**config.mk**
```make
export PLATFORM = sky130hd
export DESIGN_NAME = dial_zero_counter_flat
export DESIGN_NICKNAME = d
export VERILOG_FILES = /design/src/rtl/dial_zero_counter_if.sv /design/src/rtl/dial_zero_counter.sv /design/src/flat_wrapper.sv
export SDC_FILE = /design/constraint.sdc
export NUM_CORES = 1
export LEC_CHECK = 0
export CORE_MARGIN = 2
export CORE_UTILIZATION = 50
export CTS_CLUSTER_DIAMETER = 150
export DETAILED_ROUTE_END_ITERATION = 8
export PLACE_DENSITY = 0.72
export SETUP_SLACK_MARGIN = 0.05
export SYNTH_ARGS = -nofsm -noshare
export SYNTH_HDL_FRONTEND = slang
export SYNTH_SLANG_ARGS = --single-unit
```
**constraint.sdc**
```tcl
create_clock -name clk -period 9.2 [get_ports clk]
set_input_delay 2.76 -clock clk [delete_from_list [all_inputs] [get_ports clk]]
set_output_delay 2.76 -clock clk [all_outputs]
set_load 0.02 [all_outputs]
```
**src/rtl/dial_zero_counter_if.sv**
```systemverilog
// Command stream between a rotation source and the dial engine.
// Standard valid/ready: the source holds every field stable until in_ready is seen.
interface dial_zero_counter_if #(
  parameter int unsigned AMT_W = 10
);
  logic             in_valid;
  logic             in_ready;
  logic             in_dir;
  logic [AMT_W-1:0] in_amt;
  logic             in_last;

  modport master (
    output in_valid,
    output in_dir,
    output in_amt,
    output in_last,
    input  in_ready
  );

  modport slave (
    input  in_valid,
    input  in_dir,
    input  in_amt,
    input  in_last,
    output in_ready
  );
endinterface

```
**src/rtl/dial_zero_counter.sv**
```systemverilog
// Streaming safe-dial engine: rotates an N-position dial and counts landings on 0
// and every click that reaches 0, reporting one of the two when the run ends.
module dial_zero_counter #(
  parameter int unsigned  DIAL_SIZE = 100,
  parameter int unsigned  START_POS = 50,
  parameter int unsigned  AMT_W     = 10,
  parameter int unsigned  CNT_W     = 32,
  localparam int unsigned POS_W     = $clog2(DIAL_SIZE)
) (
  input  logic                clk,
  input  logic                rst,
  input  logic                start,
  input  logic                mode,
  dial_zero_counter_if.slave  cmd,
  output logic                busy,
  output logic                finished,
  output logic [POS_W-1:0]    position,
  output logic [CNT_W-1:0]    zero_lands,
  output logic [CNT_W-1:0]    zero_passes,
  output logic [CNT_W-1:0]    result
);

  localparam logic [2:0] StIdle   = 3'd0;
  localparam logic [2:0] StAccept = 3'd1;
  localparam logic [2:0] StReduce = 3'd2;
  localparam logic [2:0] StUpdate = 3'd3;
  localparam logic [2:0] StDone   = 3'd4;

  typedef logic [POS_W-1:0] pos_t;
  typedef logic [POS_W:0]   sum_t;
  typedef logic [AMT_W-1:0] amt_t;
  typedef logic [CNT_W-1:0] cnt_t;

  localparam pos_t            StartPos = pos_t'(START_POS);
  localparam sum_t            NSum     = sum_t'(DIAL_SIZE);
  localparam amt_t            NAmt     = amt_t'(DIAL_SIZE);
  localparam longint unsigned AmtSpan  = 64'd1 << AMT_W;
  // When N exceeds every encodable amount the reduce loop never iterates.
  localparam bit              NFitsAmt = longint'(DIAL_SIZE) < AmtSpan;

  logic [2:0] state_q, state_d;
  pos_t       pos_q, pos_d;
  cnt_t       lands_q, lands_d;
  cnt_t       passes_q, passes_d;
  cnt_t       result_q, result_d;
  logic       mode_q, mode_d;
  logic       dir_q, dir_d;
  logic       last_q, last_d;
  amt_t       rem_q, rem_d;
  amt_t       quo_q, quo_d;

  logic rem_ge_n;
  sum_t pos_ext, r_ext, right_sum, right_new, left_new;
  logic right_wrap, left_pass, pass_inc;
  pos_t new_pos;

  assign rem_ge_n = NFitsAmt && (rem_q >= NAmt);

  // In UPDATE rem < N, so the remainder fits the POS_W+1 bit sum width.
  assign pos_ext    = sum_t'(pos_q);
  assign r_ext      = sum_t'(rem_q);
  assign right_sum  = pos_ext + r_ext;
  assign right_wrap = right_sum >= NSum;
  assign right_new  = right_wrap ? right_sum - NSum : right_sum;
  assign left_new   = (pos_ext >= r_ext) ? pos_ext - r_ext : pos_ext + NSum - r_ext;
  assign left_pass  = (pos_q != '0) && (r_ext >= pos_ext);
  assign new_pos    = dir_q ? right_new[POS_W-1:0] : left_new[POS_W-1:0];
  assign pass_inc   = dir_q ? right_wrap : left_pass;

  always_comb begin
    state_d  = state_q;
    pos_d    = pos_q;
    lands_d  = lands_q;
    passes_d = passes_q;
    result_d = result_q;
    mode_d   = mode_q;
    dir_d    = dir_q;
    last_d   = last_q;
    rem_d    = rem_q;
    quo_d    = quo_q;
    case (state_q)
      StIdle, StDone: begin
        if (start) begin
          pos_d    = StartPos;
          lands_d  = '0;
          passes_d = '0;
          mode_d   = mode;
          state_d  = StAccept;
        end
      end
      StAccept: begin
        if (cmd.in_valid) begin
          dir_d   = cmd.in_dir;
          last_d  = cmd.in_last;
          rem_d   = cmd.in_amt;
          quo_d   = '0;
          state_d = StReduce;
        end
      end
      StReduce: begin
        if (rem_ge_n) begin
          rem_d = rem_q - NAmt;
          quo_d = quo_q + amt_t'(1);
        end else begin
          state_d = StUpdate;
        end
      end
      StUpdate: begin
        pos_d    = new_pos;
        passes_d = passes_q + cnt_t'(quo_q) + cnt_t'(pass_inc);
        lands_d  = lands_q + cnt_t'(new_pos == '0);
        if (last_q) begin
          result_d = mode_q ? passes_d : lands_d;
          state_d  = StDone;
        end else begin
          state_d  = StAccept;
        end
      end
      default: state_d = StIdle;
    endcase
  end

  always_ff @(posedge clk) begin
    if (rst) begin
      state_q  <= StIdle;
      pos_q    <= StartPos;
      lands_q  <= '0;
      passes_q <= '0;
      result_q <= '0;
      mode_q   <= 1'b0;
      dir_q    <= 1'b0;
      last_q   <= 1'b0;
      rem_q    <= '0;
      quo_q    <= '0;
    end else begin
      state_q  <= state_d;
      pos_q    <= pos_d;
      lands_q  <= lands_d;
      passes_q <= passes_d;
      result_q <= result_d;
      mode_q   <= mode_d;
      dir_q    <= dir_d;
      last_q   <= last_d;
      rem_q    <= rem_d;
      quo_q    <= quo_d;
    end
  end

  assign cmd.in_ready = (state_q == StAccept);
  assign busy         = (state_q != StIdle) && (state_q != StDone);
  assign finished     = (state_q == StDone);
  assign position     = pos_q;
  assign zero_lands   = lands_q;
  assign zero_passes  = passes_q;
  assign result       = result_q;

endmodule

```
**src/flat_wrapper.sv**
```systemverilog
// flat-port wrapper written by rule: the top's interface ports become plain ports
module dial_zero_counter_flat 
#(
  parameter int unsigned  DIAL_SIZE = 100,
  parameter int unsigned  START_POS = 50,
  parameter int unsigned  AMT_W     = 10,
  parameter int unsigned  CNT_W     = 32,
  localparam int unsigned POS_W     = $clog2(DIAL_SIZE)
)
  (clk, rst, start, mode, busy, finished, position, zero_lands, zero_passes, result, cmd_in_valid, cmd_in_dir, cmd_in_amt, cmd_in_last, cmd_in_ready);
  dial_zero_counter_if #(.AMT_W(AMT_W)) cmd_i ();
  input  logic clk;
  input  logic rst;
  input  logic start;
  input  logic mode;
  output logic busy;
  output logic finished;
  output logic [POS_W-1:0] position;
  output logic [CNT_W-1:0] zero_lands;
  output logic [CNT_W-1:0] zero_passes;
  output logic [CNT_W-1:0] result;
  input wire logic [$bits(cmd_i.in_valid)-1:0] cmd_in_valid;
  input wire logic [$bits(cmd_i.in_dir)-1:0] cmd_in_dir;
  input wire logic [$bits(cmd_i.in_amt)-1:0] cmd_in_amt;
  input wire logic [$bits(cmd_i.in_last)-1:0] cmd_in_last;
  output wire logic [$bits(cmd_i.in_ready)-1:0] cmd_in_ready;
  assign cmd_i.in_valid = cmd_in_valid;
  assign cmd_i.in_dir = cmd_in_dir;
  assign cmd_i.in_amt = cmd_in_amt;
  assign cmd_i.in_last = cmd_in_last;
  assign cmd_in_ready = cmd_i.in_ready;
  dial_zero_counter #(.DIAL_SIZE(DIAL_SIZE), .START_POS(START_POS), .AMT_W(AMT_W), .CNT_W(CNT_W)) u_core (.clk(clk), .rst(rst), .start(start), .mode(mode), .cmd(cmd_i), .busy(busy), .finished(finished), .position(position), .zero_lands(zero_lands), .zero_passes(zero_passes), .result(result));
endmodule
```
==> impl_results.md, run 1 <==
* Post-synthesis cell area at 0.00823 mm²
* WL per Instance at 18.4 µm
* Synth top area share at 31.4%
* Post-Route WL at 24.5 mm
* Fmax at 173 MHz
* M3 GR Usage at 5.42%
* Gr usage total at between 20% and 30%
* Top Family by Delay on Critical Path: simple AND/OR/NAND/NOR gates
* Core Rows at 46
* Root buffer cell: clkbuf_16
* Final TNS setup at 0 ps
* Fin crit share at between 60% and 70%
* Cells along the critical path: inv_1 > ha_1 > and2b_1 > a21oi_1 > xor2_1 > ha_1 > nand3b_1 > a31o_1 > o211a_1 > a311oi_2 > o211ai_2 > nor4_2 > ha_1 > ha_1 > nand4_1 > nor4_1 > nor3b_1 > xor2_1 > a222oi_1 > nor2_1
* RSZ-0062 raised after global routing: no
* Psw at ~380 µW
* Async SR Flop Fraction at 0%
* Min-delay worst type: reg2reg
* Slew @ Worst Pin at 1160 ps
* Top FF cell, synth: dfxtp_1
* EDFF count, synth at 0
* I/O pin count at 123
* Drt first-iter violations at 694
* Most used cell, CP: ha_1
* Die width at ~130 µm
* Worst EP arrival at a little over 6000 ps
* # fillers at ~1500
* Router iterations before antenna repair at 7
* DRC errors left at 0
* Worst Path Buf+Inv at 1
* Port bufs at approximately 120
* Post-CTS sizing at 0
* CTS hold repair buffers at 0
* GR Overflow Total at 0
* Post-CTS Setup Bufs at 0
* Flop pwr share at 39.2%
* Clock Path Buffers at 2
* Die Y at around 130 µm
* Sw Share at around a quarter
* Register area at between 0.002 and 0.003 mm²
* Max-cap violations at 0
* Worst Path Max Fanout at 8
* Commonest non-fill, non-tap cells in the layout: dfxtp_1 (129), nor2_1 (126), clkdlybuf4s50_1 (121)
* Multi-input gate area at approximately 0.0053 mm²
* Met2 Resource Use GR at a little over two fifths
* Clock transition at path regs at 60 ps
* Largest net degree at the start of global routing at 61
* Power share of the clock group at 49.4%
* Mapped Cells at 1023
* CTS tree: yes
* Antenna violations before repair at 0
* Pwr dens at approximately 140 mW/mm²
* Sink Count at 129
* Commonest non-fill, non-tap cell in the layout: dfxtp_1
* Met1 GRT Util at approximately two fifths
* Crit-path slowest cell: nor4_1
* Time the worst path needs with I/O delays and setup at 5770 ps
* Routed Antenna Nets at 0
* Mean Syn Cell Area at 8.04 µm²
* Clock latency at the later pin of the worst-skew pair at 420 ps
* Power, Total at 1460 µW
* Vias/cell at 6.01
* Seq/Total Area, Yosys at about a third
* Synth area leader: dfxtp_1
* Diodes inserted at 0
* Syn_nets at 1084
* Final hold violation count at 0
* Layout area overhead at 23.1%
* Yosys warnings at 0
* CTS buffer count at 17
* CP peak stage delay at 630 ps
* Status: completed
* Die area at ~0.017 mm²
* Slew Limit Fails at 0
* Fin nets at 1166
* Initial Util at between 50% and 60%
* Max_slew headroom at 22.6%
* HPWL Detailed at 17.1 mm
* Combinational share of power at 11.4%
* Worst VDD drop at about 0.12 mV
* Vias at 8017
* Busiest metal layer after global routing: met2
* FF+latch count, synth at 129
* Share of layout cells above drive strength 1 at 6.18%
* Final GP Congestion at 0.909
* Leakage at 0.00373 µW
* CP Launch Type: flop
* Setup Skew at a little under 9 ps
* Count of cell types in the netlist at 85
* Setup violators final at 0
* First-pass GRT wire length at 39.6 mm
* Core ar. at 0.0160 mm²
* Req. time, crit path at approximately 9500 ps
* Final core utilization at 63.3%
* Crit Path Category: reg2reg
* Synth top area cells: dfxtp_1 (31%), nor2_1 (5.7%), ha_1 (5.5%), xnor2_1 (4.5%), a21oi_1 (4.1%)
* Setup crit end kind: flop
* Int Pwr at 1080 µW
* Vias in the first global route at 7435
* Htree depth at 4
logic make-up after synthesis:
| kind of cell | synth area share [%] |
|---|---|
| compound gates | 23.6 |
| xor+xnor | 7.97 |
| fa+ha+maj | 7.42 |
| buf+inv | 4.93 |
| flops | 31.4 |
| mux | 0.852 |
| simple gates | 23.8 |
cell usage after synthesis (all sizes together), types with 7 or more instances:
cell and n:
mux2i 7, a21o 10, nor2b 7, nand3 33, a31oi 11, ha 36, nor3 25, a211oi 14
xnor2 43, inv 33, xor2 31, and3 18, o211ai 8, and2 12, nor2 127, nand4 17
buf 17, a21oi 70, o22ai 11, nand2 72, a22oi 44, fa 8, nor4 8, nand2b 8
or3 8, dfxtp 129, o21ai 59, clkbuf 50, and4 9
worst paths after layout:
kind                       from           endpoint  slack [ps]  cells after the start
min reg2reg   u_core.result[13]  u_core.result[13]         450                      2
max          u_core.position[2]  u_core.result[20]        3430                     20
max reg2reg  u_core.position[2]  u_core.result[20]        3430                     20
min           u_core.result[13]  u_core.result[13]         450                      2
final cells by class:
type,instances,area share (%)
multi-input cells,794,51.8
inverters,33,1.22
flip-flops and latches,129,25.5
clock inverters,13,1.82
clock buffers,18,4.34
well taps,216,2.67
repair buffers,130,12.6
power by group through the flow:
| stage | Clock (µW) | Combinational [µW] | Sequential [µW] |
|---|---|---|---|
| after floorplan | 0 | 123 | 581 |
| after global placement | 0 | 163 | 585 |
| after detailed placement | 0 | 164 | 585 |
| after CTS | 726 | 165 | 573 |
| after global routing | 754 | 184 | 574 |
| final | 721 | 166 | 573 |
metal layers:
metal	wire length [µm]	up-vias
met2	10800	307
met4	539	0
met3	1640	43
met5	0	-
met1	11500	3794
li1	-	3873
state kept, by name (all words and copies together) (netlist names):
| name | flops |
|---|---|
| u_core.dir_q | 1 |
| u_core.last_q | 1 |
| u_core.mode_q | 1 |
| u_core.position | 7 |
| u_core.quo_q | 10 |
| u_core.rem_q | 10 |
| u_core.result | 32 |
| u_core.state_q | 3 |
| u_core.zero_lands | 32 |
| u_core.zero_passes | 32 |
metrics by stage:
stage | cells | setup slack [ps] | hold slack, ps | cell area (µm²)
after floorplan | 1023 | 4100 | 461 | 8230
after CTS | 1333 | 3500 | 454 | 10100
after detailed placement | 1302 | 3520 | 447 | 9510
after global routing | 1333 | 2960 | 471 | 10100
final | 1333 | 3430 | 451 | 10100
after global placement | 1302 | 3660 | 445 | 9510
tightest hold or removal path, cell delays in order (launching register included):
cell and delay, ps:
dfxtp_1 310, nand2_1 50, a21oi_1 50
Note: power is estimated with default switching activity, not from simulation.
==> run 2, diff against run 1 <==
- clock period: 9.2 -> 5.6 ns (I/O delays scaled with it)
==> impl_results.md, run 2 (synthesis results as in run 1) <==
* Final TNS setup at 0 ps (unchanged)
* Setup crit end kind: flop
* Initial Util at 51.4% (unchanged)
* Setup violators final at 0 (unchanged)
* Final hold violation count at 0 (unchanged)
* GR Overflow Total at 0 (unchanged)
* Min-delay worst type: reg2reg
* Sink Count at 129 (unchanged)
* HPWL Detailed at 17.7 mm (+3.7%)
* WL per Instance at 19.0 µm (+3.6%)
* Root buffer cell: clkbuf_16
* Vias/cell at 5.99 (-0.37%)
* Multi-input gate area at 0.00531 mm² (+1.1%)
* Layout area overhead at 25.6%
* Leakage at 0.00383 µW (+2.8%)
* Die area at 0.0175 mm² (unchanged)
* Core ar. at 0.0160 mm² (unchanged)
* First-pass GRT wire length at 41.0 mm (+3.5%)
* Clock transition at path regs at 60 ps (about the same)
* Slew @ Worst Pin at 1370 ps (+203 ps)
* Register area at 0.00258 mm² (about the same)
* Antenna violations before repair at 0 (unchanged)
* Final instance count without filler cells at 1345 (+0.90%)
* Vias in the first global route at 7579 (+1.9%)
* CP Launch Type: flop
* Port bufs at 122 (unchanged)
* CTS hold repair buffers at 0 (unchanged)
* Die Y at 132 µm (unchanged)
* Setup Skew at 7.31 ps (-1.37 ps)
* Diodes inserted at 0 (unchanged)
* Clock Path Buffers at 2 (unchanged)
* Fmax at 190 MHz (+9.4%)
* Drt first-iter violations at 648 (-6.6%)
* Worst VDD drop at 0.203 mV (+69%)
* Final core utilization at 64.6% (+1.3 points)
* # fillers at 1463 (-0.068%)
* Slew Limit Fails at 0 (unchanged)
* Commonest non-fill, non-tap cell in the layout: dfxtp_1
* Commonest non-fill, non-tap cells in the layout: dfxtp_1 (128), nor2_1 (126), clkdlybuf4s50_1 (121)
* Fin crit share at 94.1% (+31 points)
* Time the worst path needs with I/O delays and setup at 5270 ps (-495 ps)
* CTS buffer count at 17 (unchanged)
* Routed Antenna Nets at 0 (unchanged)
* Post-Route WL at 25.6 mm (+4.5%)
* Die width at 132 µm (unchanged)
* CTS tree: yes
* Clock latency at the later pin of the worst-skew pair at 420 ps (about the same)
* Gr usage total at 28.9% (+0.81 points)
* Worst EP arrival at 5610 ps (-440 ps)
* Status: completed
* Pwr dens at 246 mW/mm² (+70%)
* Req. time, crit path at 5940 ps (-3550 ps)
* Max_slew headroom at 8.65% (-14 points)
* Crit Path Category: reg2reg
* Core Rows at 46 (unchanged)
* Vias at 8059 (+0.52%)
* RSZ-0062 raised after global routing: no
* Htree depth at 4 (unchanged)
* Largest net degree at the start of global routing at 66 (+8.2%)
* Final GP Congestion at 0.928 (+2.1%)
* Worst Path Max Fanout at 7 (-1)
* DRC errors left at 0 (unchanged)
* Share of layout cells above drive strength 1 at 8.33% (+2.1 points)
* Post-Place Cells at 1311 (+0.69%)
* I/O pin count at 123 (unchanged)
* Max-cap violations at 0 (unchanged)
* Fin nets at 1178 (+1.0%)
* Router iterations before antenna repair at 5 (-2)
run 2: power by group:
part | switching, µW | total [µW] | internal (µW)
Sequential | 14.4 | 941 | 926
Clock | 448 | 1310 | 860
Combinational | 184 | 288 | 104
Total | 647 | 2540 | 1890
run 2: worst max-delay path, cell delays in order (launching register included):
cell       delay [ps]
dfxtp_1           330
inv_1             120
ha_2              230
inv_1              60
fa_1              490
o21bai_1          200
or4b_1            480
o2111ai_1         160
nor2_2             70
or4b_4            510
o211ai_2          100
o211ai_2          120
nor4_2            190
ha_2              280
ha_2              250
nand4_1           250
nor3_2            240
and4_4            310
nand3_1           140
xor2_1            170
o211ai_1          170
o21ai_0           130
a21oi_1           200
run 2: stage by stage:
| stage | worst slack [ps] | total power [µW] | instance area (µm²) | hold WS, ps |
|---|---|---|---|---|
| global placement | 262 | 1240 | 9570 | 450 |
| floorplan | 502 | 1160 | 8230 | 461 |
| detailed placement | 72.7 | 1240 | 9570 | 457 |
| CTS | 55.2 | 2530 | 10300 | 469 |
| global route | 27.6 | 2600 | 10300 | 506 |
| finish | 328 | 2540 | 10300 | 466 |
run 2: repair_timing:
| item | CTS | global route |
|---|---|---|
| resized for setup | 2 | 14 |
| setup endpoints to repair | 1 | 31 |
| pin swaps | 0 | 6 |
| buffers inserted | 0 | 3 |
run 2: worst paths after layout:
check                         start                 to  slack (ps)  cells past startpoint
hold / removal    u_core.result[13]  u_core.result[13]         470                      2
hold reg to reg   u_core.result[13]  u_core.result[13]         470                      2
setup / recovery    u_core.rem_q[3]  u_core.result[26]         330                     22
setup reg to reg    u_core.rem_q[3]  u_core.result[26]         330                     22
run 2: metal layers:
layer,up-vias,wire length (µm),share of wire (%),global-route usage [%]
met1,3827,11800,46,41.3
met4,0,490,1.9,8.60
met5,-,0,0,0
met3,38,1680,6.6,4.61
li1,3886,-,-,-
met2,308,11600,45,45.0
run 2: final cells by class:
cell class,count,share of cell area [%]
clock inverters,12,2.19
clock buffers,19,4.38
flip-flops and latches,129,25.0
multi-input cells,794,51.4
repair buffers,142,13.2
well taps,216,2.61
inverters,33,1.20
==> run 3, diff against run 2 <==
- ABC_CLOCK_PERIOD_IN_PS: not set -> 5600
==> results of run 3 <==
Final layout, timing and power as in run 2 (identical DEF).
